===== config.mk =====
export PLATFORM = sky130hd
export DESIGN_NAME = uart_tx_buffered
export DESIGN_NICKNAME = d
export VERILOG_FILES = /design/src/rtl/uart_pkg.sv /design/src/rtl/sync_byte_fifo.sv /design/src/rtl/uart_tx_buffered.sv
export SDC_FILE = /design/constraint.sdc
export NUM_CORES = 1
export LEC_CHECK = 0
export CORE_ASPECT_RATIO = 1.1
export CORE_UTILIZATION = 56
export DETAILED_ROUTE_END_ITERATION = 8
export PLACE_DENSITY = 0.86
export SYNTH_ARGS = -nofsm -noshare
export SYNTH_HDL_FRONTEND = slang
export SYNTH_HIERARCHICAL = 1
export SYNTH_SLANG_ARGS = --single-unit

===== constraint.sdc =====
create_clock -name clk -period 3.1 [get_ports clk]
set_clock_uncertainty 0.05 [all_clocks]
set_input_delay 0.465 -clock clk [delete_from_list [all_inputs] [get_ports clk]]
set_output_delay 0.465 -clock clk [all_outputs]
set_load 0.02 [all_outputs]

===== src/rtl/uart_pkg.sv =====
// Shared types, constants and helpers for the buffered UART transmit path.
package uart_pkg;

   localparam int UART_DATA_WIDTH = 8;

   localparam int PARITY_NONE = 0;
   localparam int PARITY_EVEN = 1;
   localparam int PARITY_ODD  = 2;

   typedef enum logic [2:0] {
      IDLE   = 3'd0,
      START  = 3'd1,
      DATA   = 3'd2,
      PARITY = 3'd3,
      STOP   = 3'd4
   } tx_state_t;

   // Even parity of the byte, inverted when odd parity is selected.
   function automatic logic parity_bit(input logic [UART_DATA_WIDTH-1:0] data, input logic odd);
      return (^data) ^ odd;
   endfunction

endpackage


===== src/rtl/sync_byte_fifo.sv =====
// Synchronous byte FIFO with one-bit-extended pointers; a write is accepted
// while full when a read frees the head in the same cycle.
module sync_byte_fifo
   import uart_pkg::*;
#(
   parameter int DEPTH = 32
) (
   input  logic                       clk,
   input  logic                       rst_n,
   input  logic                       wr_i,
   input  logic [UART_DATA_WIDTH-1:0] wr_data_i,
   input  logic                       rd_i,
   output logic [UART_DATA_WIDTH-1:0] rd_data_o,
   output logic                       full_o,
   output logic                       empty_o
);

   localparam int AW = $clog2(DEPTH);

   logic [AW:0]                wr_ptr_q, wr_ptr_d;
   logic [AW:0]                rd_ptr_q, rd_ptr_d;
   logic [UART_DATA_WIDTH-1:0] mem_q [DEPTH];
   logic                       wr_en_s;
   logic                       rd_en_s;

   assign empty_o   = (wr_ptr_q == rd_ptr_q);
   assign full_o    = (wr_ptr_q[AW-1:0] == rd_ptr_q[AW-1:0]) && (wr_ptr_q[AW] != rd_ptr_q[AW]);
   assign rd_en_s   = rd_i && !empty_o;
   assign wr_en_s   = wr_i && (!full_o || rd_en_s);
   assign rd_data_o = mem_q[rd_ptr_q[AW-1:0]];

   // Next pointer values; wrap is free because of the extra MSB.
   always_comb begin
      wr_ptr_d = wr_en_s ? (wr_ptr_q + 1'b1) : wr_ptr_q;
      rd_ptr_d = rd_en_s ? (rd_ptr_q + 1'b1) : rd_ptr_q;
   end

   // Pointer registers.
   always_ff @(posedge clk or negedge rst_n) begin
      if (!rst_n) begin
         wr_ptr_q <= '0;
         rd_ptr_q <= '0;
      end else begin
         wr_ptr_q <= wr_ptr_d;
         rd_ptr_q <= rd_ptr_d;
      end
   end

   // Storage array, data only.
   always_ff @(posedge clk) begin
      if (wr_en_s) begin
         mem_q[wr_ptr_q[AW-1:0]] <= wr_data_i;
      end
   end

endmodule


===== src/rtl/uart_tx_buffered.sv =====
// Buffered UART transmitter: absorbs the fetcher's byte strobes in a FIFO and
// serialises them LSB first with optional parity and one or two stop bits.
module uart_tx_buffered
   import uart_pkg::*;
#(
   parameter int BAUD_DIV    = 1085,
   parameter int FIFO_DEPTH  = 32,
   parameter int PARITY_MODE = 0,
   parameter int STOP_BITS   = 1
) (
   input  logic                       clk,
   input  logic                       rst_n,
   input  logic [UART_DATA_WIDTH-1:0] tx_data,
   input  logic                       tx_wr,
   output logic                       tx_full,
   output logic                       tx_empty,
   output logic                       tx_busy,
   output logic                       overflow,
   input  logic                       ovf_clr,
   output logic                       tx
);

   localparam int             BW         = (BAUD_DIV > 1) ? $clog2(BAUD_DIV) : 1;
   localparam logic [BW-1:0]  BAUD_LAST  = BW'(BAUD_DIV - 1);
   localparam logic [2:0]     STOP_LAST  = 3'(STOP_BITS - 1);
   localparam logic           HAS_PARITY = (PARITY_MODE != PARITY_NONE);
   localparam logic           PAR_ODD    = (PARITY_MODE == PARITY_ODD);

   tx_state_t                  state_q;
   logic [BW-1:0]              baud_q;
   logic [2:0]                 bit_q;
   logic [UART_DATA_WIDTH-1:0] shift_q;
   logic                       par_q;
   logic                       tx_q;
   logic                       busy_q;
   logic                       ovf_q;

   logic [UART_DATA_WIDTH-1:0] head_s;
   logic                       bit_end_s;
   logic                       stop_done_s;
   logic                       pop_s;
   logic                       drop_s;
   logic                       line_s;

   sync_byte_fifo #(
      .DEPTH (FIFO_DEPTH)
   ) u_fifo (
      .clk       (clk),
      .rst_n     (rst_n),
      .wr_i      (tx_wr),
      .wr_data_i (tx_data),
      .rd_i      (pop_s),
      .rd_data_o (head_s),
      .full_o    (tx_full),
      .empty_o   (tx_empty)
   );

   assign bit_end_s   = (baud_q == BAUD_LAST);
   assign stop_done_s = bit_end_s && (bit_q == STOP_LAST);
   assign drop_s      = tx_wr && tx_full && !pop_s;

   // Pop from IDLE, or at the very end of STOP so frames run back to back.
   always_comb begin
      pop_s = 1'b0;
      if (!tx_empty && ((state_q == IDLE) || ((state_q == STOP) && stop_done_s))) begin
         pop_s = 1'b1;
      end else begin
         pop_s = 1'b0;
      end
   end

   // Line level for the current state; registered into tx_q one edge later.
   always_comb begin
      line_s = 1'b1;
      case (state_q)
         IDLE:    line_s = 1'b1;
         START:   line_s = 1'b0;
         DATA:    line_s = shift_q[0];
         PARITY:  line_s = par_q;
         STOP:    line_s = 1'b1;
         default: line_s = 1'b1;
      endcase
   end

   // Transmit FSM with baud and bit counters.
   always_ff @(posedge clk or negedge rst_n) begin
      if (!rst_n) begin
         state_q <= IDLE;
         baud_q  <= '0;
         bit_q   <= 3'd0;
         shift_q <= '0;
         par_q   <= 1'b0;
         tx_q    <= 1'b1;
         busy_q  <= 1'b0;
      end else begin
         tx_q   <= line_s;
         busy_q <= (state_q != IDLE);
         baud_q <= ((state_q == IDLE) || bit_end_s) ? '0 : (baud_q + 1'b1);
         case (state_q)
            IDLE: begin
               if (pop_s) begin
                  shift_q <= head_s;
                  par_q   <= parity_bit(head_s, PAR_ODD);
                  state_q <= START;
               end
            end
            START: begin
               if (bit_end_s) begin
                  bit_q   <= 3'd0;
                  state_q <= DATA;
               end
            end
            DATA: begin
               if (bit_end_s) begin
                  shift_q <= {1'b0, shift_q[UART_DATA_WIDTH-1:1]};
                  if (bit_q == 3'd7) begin
                     bit_q <= 3'd0;
                     if (HAS_PARITY) begin
                        state_q <= PARITY;
                     end else begin
                        state_q <= STOP;
                     end
                  end else begin
                     bit_q <= bit_q + 3'd1;
                  end
               end
            end
            PARITY: begin
               if (bit_end_s) begin
                  bit_q   <= 3'd0;
                  state_q <= STOP;
               end
            end
            STOP: begin
               if (stop_done_s) begin
                  bit_q <= 3'd0;
                  if (pop_s) begin
                     shift_q <= head_s;
                     par_q   <= parity_bit(head_s, PAR_ODD);
                     state_q <= START;
                  end else begin
                     state_q <= IDLE;
                  end
               end else if (bit_end_s) begin
                  bit_q <= bit_q + 3'd1;
               end
            end
            default: begin
               state_q <= IDLE;
            end
         endcase
      end
   end

   // Sticky drop flag; a coincident drop beats the clear.
   always_ff @(posedge clk or negedge rst_n) begin
      if (!rst_n) begin
         ovf_q <= 1'b0;
      end else if (drop_s) begin
         ovf_q <= 1'b1;
      end else if (ovf_clr) begin
         ovf_q <= 1'b0;
      end
   end

   assign tx       = tx_q;
   assign tx_busy  = busy_q;
   assign overflow = ovf_q;

endmodule


==> out/qor.csv, run 1 <==
metric,value,unit
htreeDepth,1,
multi_input_area,0.00337,mm2
fin_crit_sh,0.972,
firstDrtPassIters,5,
syn_area,0.0122,mm2
crit_slowest_cell,a2111oi_1,
p_int,0.00835,W
ys_warn_count,6,
insertion_delay,550,ps
critPathKind,flip-flop to flip-flop,
drcViolationCount,0,
place.port_buffers,16,
antenna_cells,0,
synth_nets,729,
ir_drop,629,uV
cts_made_buffers,29,
area_delta_synth_final,13.6,%
period_minus_slack,3010,ps
syn_avg_cell_area,17.3,um2
crit_family,compound AO/OA/AOI/OAI gates,
fp.coreArea,0.0214,mm2
rows,56,
max_slew_margin,0.216,
slew_viol_final,0,
switching_share,0.315,
yosysSeqAreaShare,0.712,
cts_root_buf,clkbuf_16,
die_x,143,um
cp.arrival,3400,ps
drive_gt1_frac,0.228,
async_reset_ff_frac,0.138,
path_max_fanout,7,
critical_path_required,3490,ps
die-area,0.0224,mm2
worst_setup_path_start_kind,flip-flop,
path_clk_slew,60,ps
crit_chain,"buf_4, buf_12, mux4_2, a2111oi_1, buf_4, a21oi_1, xnor2_1, xnor2_1, xnor2_1, a21oi_1",
gp_congestion,0.916,
p_switching,0.00385,W
fin_cells,1071,
overflow,0,
grt_pass1_wl,39800,um
drt_iter0_markers,879,
synth_edf_count,256,
nFillCells,1344,
combinationalPowerShare,0.327,
grt_max_degree,42,
postLayoutCoreUtil,0.651,
worstHoldPathType,primary input to asynchronous set/reset pin,
clkPwrFrac,0.265,
cap_violations,0,
pin_count,17,
via_per_inst,6.40,
seqPwrFrac,0.408,
hold_ws,2.16,ps
vias,6853,
ys_types,52,
syn_inst,707,
seq_area,0.00872,mm2
layout_commonest_cell,edfxtp_1,
cts_tree,done,
critPathBufInv,3,
hold_violations,0,
stdcell_area,0.0139,mm2
finalSetupViolations,0,
rsz0062_at_grt,false,
ys.flop_type,edfxtp_1,
track_usage,0.240,
cellPowerDensity,877,mW/mm2
fmax,332,MHz
start_util,0.573,
most-common-layout-cells,"edfxtp_1, mux4_2, buf_4, dfrtp_1, mux2i_1",
clockBufferDepth,3,
p_leak,4.86,nW
path_common_cell,xnor2_1,
synth-seq-cells,297,
drt-total-wl,26600,um
die_y,157,um
fin_nets,781,
ant_nets,0,
hpwl,16100,um
wl_per_cell,24.8,um
critPathMaxStageDelay,590,ps
grt_pass1_vias,6895,
status,finished clean,
place_area,0.0129,mm2
place_inst,1012,
clock-sinks,297,
critPathCaptureType,flip-flop,
antenna_found_initial,0,
worstMarginPinSlew,1170,ps
==> worst paths after layout <==
check	to	from	slack, ps	cells past startpoint
max in group asynchronous	u_fifo/rd_ptr_q[0]	rst_n	2330	1
max	par_q	u_fifo/rd_ptr_q[0]	90	10
min	baud_q[10]	rst_n	2	1
min reg2reg	u_fifo/wr_ptr_q[5]	u_fifo/wr_ptr_q[5]	450	1
min in group clk	u_fifo/wr_ptr_q[5]	u_fifo/wr_ptr_q[5]	450	1
max reg2reg	par_q	u_fifo/rd_ptr_q[0]	90	10
==> power by group through the flow <==
stage          Sequential (W)  Combinational [W]  Clock, W
6_report              0.00498            0.00398   0.00324
5_1_grt               0.00500            0.00419   0.00342
3_3_place_gp          0.00507            0.00350         0
2_1_floorplan         0.00494            0.00262         0
3_5_place_dp          0.00510            0.00359         0
4_1_cts               0.00496            0.00380   0.00325
==> final cells by class <==
class | count | area share
flip-flops and latches | 297 | 0.627
well taps | 290 | 0.0261
repair buffers | 59 | 0.0383
clock inverters | 18 | 0.00828
inverters | 16 | 0.00432
multi-input cells | 356 | 0.242
clock buffers | 35 | 0.0538
==> cells in the mapped netlist, types with 4 or more instances <==
master       n  area (um2)
edfxtp_1   256        7690
o21ai_0     18        90.1
and3_1      34         213
a2bb2oi_1    7        61.3
nand3_1      9        45.0
a22oi_1      8        60.1
nor3_1       9        45.0
nor3b_1      4        30.0
xnor2_1     18         158
nand4_1      7        43.8
inv_1       16        60.1
ha_1        10         125
a2111oi_2    4        60.1
buf_2       11        55.1
o22ai_1      9        56.3
nand2_1     21        78.8
dfrtp_1     40        1000
nor2b_1     10        62.6
a22o_1       8        70.1
mux4_2      47        1060
o221ai_1     8        70.1
mux2i_1     33         330
clkbuf_1    19        71.3
a21oi_1     20         100
nor2_1      26        97.6
xor2_1      14         123
buf_4        5        37.5
==> per-stage QoR <==
stage                     worst slack, ps  TNS, ps  power, W
final                                86.9        0    0.0122
after global routing                 25.1        0    0.0126
after global placement              -40.6    -40.6   0.00856
after CTS                            48.3        0    0.0120
after floorplan                      52.3        0   0.00757
after detailed placement            -59.6    -59.6   0.00869
==> cell families (layout without fill, tap and decap cells) <==
logic type,Yosys count,in the layout,synth area share
buf+inv,54,128,0.0211
mux,81,81,0.114
flops,297,297,0.712
fa+ha+maj,10,10,0.0102
simple gates,136,136,0.0622
compound gates,97,97,0.0572
xor+xnor,32,32,0.0229
==> sequential cells by signal, summed over array words and instances, names as in the netlist <==
register / count
tx: 1
overflow: 1
u_fifo/mem_q: 256
bit_q: 3
shift_q: 8
u_fifo/rd_ptr_q: 6
u_fifo/wr_ptr_q: 6
baud_q: 11
state_q: 3
par_q: 1
tx_busy: 1
==> what timing repair did <==
| item | 4_1_cts | 5_1_grt |
|---|---|---|
| setup buffers | 6 | 0 |
| hold buffers | 0 | 0 |
| resized for setup | 3 | 37 |
| setup endpoints to repair | 3 | 260 |
==> worst reg2reg max path, delay by kind of cell (launching register included) <==
family | cells | cell delay (ps)
compound gates | 3 | 730
mux | 1 | 570
buf+inv | 3 | 560
xor+xnor | 3 | 540
flops | 1 | 450
==> layer usage <==
metal,up-vias,wire length (um),track usage,part of all wire
met5,-,0,0,0
met4,0,790,0.0829,0.030
met3,72,2250,0.0414,0.085
met2,374,13400,0.407,0.50
met1,3487,10100,0.313,0.38
li1,2920,-,-,-
(Power assumes the default switching activity.)
==> run 2, diff against run 1 <==
Settings changed: CORE_MARGIN from default to 5.
==> run 2 against run 1 <==
  * Combinational power is 6.0% lower
  * Sequential power increased by 1%
  * Non-clock buffer count down 5
  * Die area grew 11%
  * Clock power grew 4%
  * Routed wire length is 0.84% higher
  * Total power decreased by 0.57%
  * Largest power group unchanged
==> out/qor.csv, run 2 (synthesis gave the netlist of run 1 again) <==
metric,value,unit,change
status,finished clean,,
rows,56,,unchanged
critPathCaptureType,flip-flop,,
die_x,151,um,+5.6%
worst_setup_path_start_kind,flip-flop,,
hold_violations,0,,unchanged
clockBufferDepth,3,,unchanged
cellPowerDensity,878,mW/mm2,about the same
met3_usage,0.0398,,-0.00158
antenna_cells,0,,unchanged
fin_crit_sh,0.983,,+0.0106
fin_ws,54.1,ps,-32.8 ps
track_usage,0.222,,-0.0179
vias,6820,,-0.48%
fmax,328,MHz,-1.1%
place_inst,1008,,-0.40%
gp_congestion,0.997,,+8.8%
fin_nets,775,,-0.77%
ir_drop,499,uV,-21%
area_delta_synth_final,12.9,%,
via_per_inst,6.42,,+0.27%
use_met1,0.293,,-0.0203
place.port_buffers,16,,unchanged
total_power,0.0121,W,-0.57%
fp.coreArea,0.0214,mm2,+0.33%
rsz0062_at_grt,false,,
finalSetupViolations,0,,unchanged
ant_nets,0,,unchanged
firstDrtPassIters,5,,unchanged
tns,0,ps,unchanged
drcViolationCount,0,,unchanged
layout_commonest_cell,edfxtp_1,,
start_util,0.571,,-0.00187
p_leak,4.84,nW,-0.35%
path_clk_slew,70,ps,about the same
cts_tree,done,,
grt_max_degree,42,,unchanged
drt-total-wl,26800,um,+0.84%
placement.setup.worst_slack,84.9,ps,+144 ps
startpoint,u_fifo/wr_ptr_q[4],,
insertion_delay,540,ps,about the same
die_y,165,um,+5.1%
period_minus_slack,3050,ps,+32.8 ps
worstHoldPathType,primary input to asynchronous set/reset pin,,
slew_viol_final,0,,unchanged
wl_per_cell,25.2,um,+1.6%
hpwl,17000,um,+5.7%
fin_cells,1063,,-0.75%
worstMarginPinSlew,1000,ps,-171 ps
cap_violations,0,,unchanged
clock-sinks,297,,unchanged
use_met2,0.364,,-0.0432
cp.arrival,3180,ps,-220 ps
drt_iter0_markers,826,,-6.0%
antenna_found_initial,0,,unchanged
largest_reg_flops,256,,unchanged
critPathKind,flip-flop to flip-flop,,
busiest_layer,met2,,
die-area,0.0249,mm2,+11%
cts_root_buf,clkbuf_16,,
overflow,0,,unchanged
path_max_fanout,20,,+13
grt_pass1_vias,6819,,-1.1%
r2r-start,u_fifo/wr_ptr_q[4],,
pin_count,17,,unchanged
cts_made_buffers,28,,-3.4%
htreeDepth,1,,unchanged
max_slew_margin,0.333,,+0.117
critical_path_required,3230,ps,-260 ps
drive_gt1_frac,0.190,,-0.0377
most-common-layout-cells,"edfxtp_1, mux4_2, dfrtp_1, and3_1",,
grt_pass1_wl,41200,um,+3.4%
==> run 2: cell types whose count changed in the layout (fill, tap and decap cells not counted), sizes merged <==
cell / change
clkinvlp: +4
dlygate4sd2: +1
bufinv: +2
clkinv: -6
clkbuf: -3
dlymetal6s2s: -1
buf: -5
==> run 2: worst max-delay path, stage by stage, from the launching register on <==
cell,delay (ps)
dfrtp_1,720
xor2_1,200
nor3_1,80
nand3_1,160
inv_1,80
inv_1,110
o211a_1,180
nor2_1,70
a31oi_2,280
buf_4,260
and3_1,490
==> run 2: timing repair <==
item | in CTS | in global routing
endpoints found under the hold margin | 0 | 0
buffers inserted | 1 | 4
pin swaps | 0 | 0
resized for setup | 2 | 3
endpoints found under the setup margin | 2 | 2
hold buffers | 0 | 0
==> run 2: worst paths after layout <==
check,to,slack (ps),cells past startpoint
worst max-delay path,u_fifo/mem_q[14][2],50,10
worst min register to register,u_fifo/rd_ptr_q[5],460,1
min in group clk,overflow,440,2
worst max register to register,u_fifo/mem_q[14][2],50,10
max in group asynchronous,u_fifo/rd_ptr_q[0],2220,1
worst min-delay path,overflow,50,1
==> run 2: power by group <==
part           switching [W]  total [W]  internal (W)
combinational        0.00204    0.00374       0.00170
sequential          0.000293    0.00503       0.00474
clock                0.00141    0.00336       0.00195
==> run 2: through the flow <==
stage / utilization / instance area, um2 / hold WS (ps)
3_5_place_dp: 0.599 / 12900 / 439
6_report: 0.645 / 13800 / 52.3
4_1_cts: 0.642 / 13800 / 50.7
2_1_floorplan: - / 12200 / 119
3_3_place_gp: 0.599 / 12900 / 426
5_1_grt: 0.645 / 13800 / 121
==> run 2: routing by layer <==
layer / share of wire / vias up
met2: 0.48 / 409
met1: 0.37 / 3418
met5: 0 / -
met3: 0.088 / 100
li1: - / 2893
met4: 0.057 / 0
==> run 2: cell type report <==
cell class / count / area [um2]
Clock buffer: 32 / 737
Clock inverter: 18 / 173
Fill cell: 1431 / 7620
Inverter: 16 / 60.1
Multi-Input combinational cell: 356 / 3280
Sequential cell: 297 / 8720
Tap cell: 290 / 363
Timing Repair Buffer: 54 / 492
==> run 3, diff against run 2 <==
Settings changed: CTS_CLUSTER_SIZE from default to 20, SKIP_LAST_GASP from default to 1.
==> results of run 3 <==
Final layout, timing and power as in run 2 (identical DEF).
==> RTL edit (settings of run 3) <==
Encoding of `tx_state_t`: now one-hot (5 bits for 5 states).
--- a/src/rtl/uart_pkg.sv
+++ b/src/rtl/uart_pkg.sv
@@ -7,12 +7,12 @@
    localparam int PARITY_EVEN = 1;
    localparam int PARITY_ODD  = 2;
 
-   typedef enum logic [2:0] {
-      IDLE   = 3'd0,
-      START  = 3'd1,
-      DATA   = 3'd2,
-      PARITY = 3'd3,
-      STOP   = 3'd4
+   typedef enum logic [4:0] {
+      IDLE   = 5'b00001,
+      START  = 5'b00010,
+      DATA   = 5'b00100,
+      PARITY = 5'b01000,
+      STOP   = 5'b10000
    } tx_state_t;
 
    // Even parity of the byte, inverted when odd parity is selected.
Function: same outputs for any inputs over 10 cycles, from zero or initial values and one cycle with rst_n low; not proved beyond that.
==> RTL edit against run 3 <==
- synthesized area about the same
- sequential cell count unchanged
- cell area up 0.24%
- worst setup slack better by 0.039 ns
- highest routed layer unchanged
- largest power group unchanged
- via count down 2.1%
- total power up 1.8%
- wire length up 0.21%
- non-clock buffer count down 3
==> RTL edit: results (changes against run 3) <==
Detailed routing
  – Via count: 6,676 (-2.1%)
  – DRT iter0 DRCs: 893 (+8.1%)
  – Routed WL per cell: 25.7 um (+2.2%)
  – DRT Wirelength: 26.8 mm (+0.21%)

Logic synthesis
  – Top post-synthesis cells by count: edfxtp_1 (256), mux4_2 (47), dfrtp_1 (39), and3_1 (34), mux2i_1 (34)
  – Seq/Total Area, Yosys: 71.3% (+0.076 points)
  – Synth cell types: 53 (+1.9%)
  – Syn_nets: 709 (-2.7%)

Run status
  – Status: completed

Setup path
  – Crit Path Max Fanout: 36 (+80%)
  – Crit-path max cell delay: 0.58 ns (-0.14 ns)
  – Crit path DAT: 3.37 ns (+0.19 ns)
  – Worst Reg2Reg Path Length in Cells: 7 (-3)
  – Slowest-stage cell, CP: mux4_2
  – Reg2reg start: u_fifo/rd_ptr_q[0]
  – Delay-heaviest family, CP: multiplexers
  – R2r endpoint: shift_q[0]
  – Worst R2R Setup Slack: 0.09 ns (+0.04 ns)

GRT
  – Largest net degree at the start of global routing: 73 (+74%)
  – Initial antenna violation count: 1 (+1)
  – All-Layer GR Usage: 21.5% (-0.68 points)
  – First-pass GRT wire length: 40.3 mm (-2.2%)

Placed design
  – Placement Setup Slack: 0.0738 ns (-0.0111 ns)
  – Dpl hpwl: 16.2 mm (-4.8%)
  – Placed inst area: 12,800 um2 (-0.24%)

STA
  – Relative slew slack: 37.9% (+4.7 points)

Power
  – Worst vdd ir: 0.000483 V (-3.0%)

Finish
  – Final nets: 752 (-3.0%)

Clocking
  – Total CTS buffers: 29 (+3.6%)
-- RTL edit: cell count changes after synthesis, sizes merged, moves of 2 or more --
cell and delta:
a2bb2oi -7, buf +3, clkbuf -2, mux2 +15, nand2 -5, nand3b -2, nor2b -5, nor3 -6
nor4b +3, o21ai -15, xnor2 -4, xor2 -2
-- RTL edit: routing by layer --
metal | routed length, um | track usage (%) | vias up
met2 | 13200 | 35.8 | 426
met3 | 2440 | 4.14 | 62
met4 | 959 | 7.17 | 0
met1 | 10300 | 28.9 | 3370
li1 | - | - | 2818
met5 | 0 | 0 | -
-- RTL edit: kinds of logic after synthesis --
family,after synthesis,synth area share [%]
adders and majority gates,10,1.02
AOI/OAI and AO/OA,80,4.90
DFF,297,71.3
and+or+nand+nor,123,5.61
xor gates and xnor gates,26,1.86
muxes,97,13.1
buffers and inverters,54,2.19
-- RTL edit: worst reg2reg max path: stages (launching register included) --
cell and delay, ns:
dfrtp_4 0.48, buf_16 0.27, mux4_2 0.64, a22o_1 0.25, a2111oi_1 0.54, a21oi_1 0.11
mux2_2 0.30, mux2_4 0.26
-- RTL edit: power by group --
part	internal (mW)	leakage, nW	switching (mW)
clock	1.88	0.452	1.45
combinational	1.77	1.61	2.23
sequential	4.76	2.83	0.263
total	8.41	4.88	3.95
-- RTL edit: cell type report --
| class | count | area (um2) | share of cell area [%] |
|---|---|---|---|
| clock buffers | 33 | 772 | 5.57 |
| repair buffers | 51 | 488 | 3.52 |
| multi-input cells | 336 | 3300 | 23.9 |
| flip-flops and latches | 297 | 8720 | 62.9 |
| inverters | 15 | 56.3 | 0.406 |
| clock inverters | 20 | 150 | 1.08 |
| well taps | 290 | 363 | 2.62 |
-- RTL edit: worst max path at each step --
stage | start | endpoint | slack (ns)
after detailed placement | u_fifo/rd_ptr_q[0] | shift_q[0] | 0.07
after global routing | u_fifo/rd_ptr_q[0] | tx_empty | 0.09
after CTS | u_fifo/rd_ptr_q[0] | shift_q[0] | 0.05
after global placement | u_fifo/rd_ptr_q[0] | shift_q[1] | 0.09
after floorplan | u_fifo/rd_ptr_q[1] | u_fifo/mem_q[15][0] | 0.06
final | u_fifo/rd_ptr_q[0] | shift_q[0] | 0.09
-- RTL edit: timing repair --
| action | CTS | global route |
|---|---|---|
| hold buffers | 0 | 0 |
| gates resized for setup | 0 | 26 |
| setup endpoints to repair | 0 | 261 |
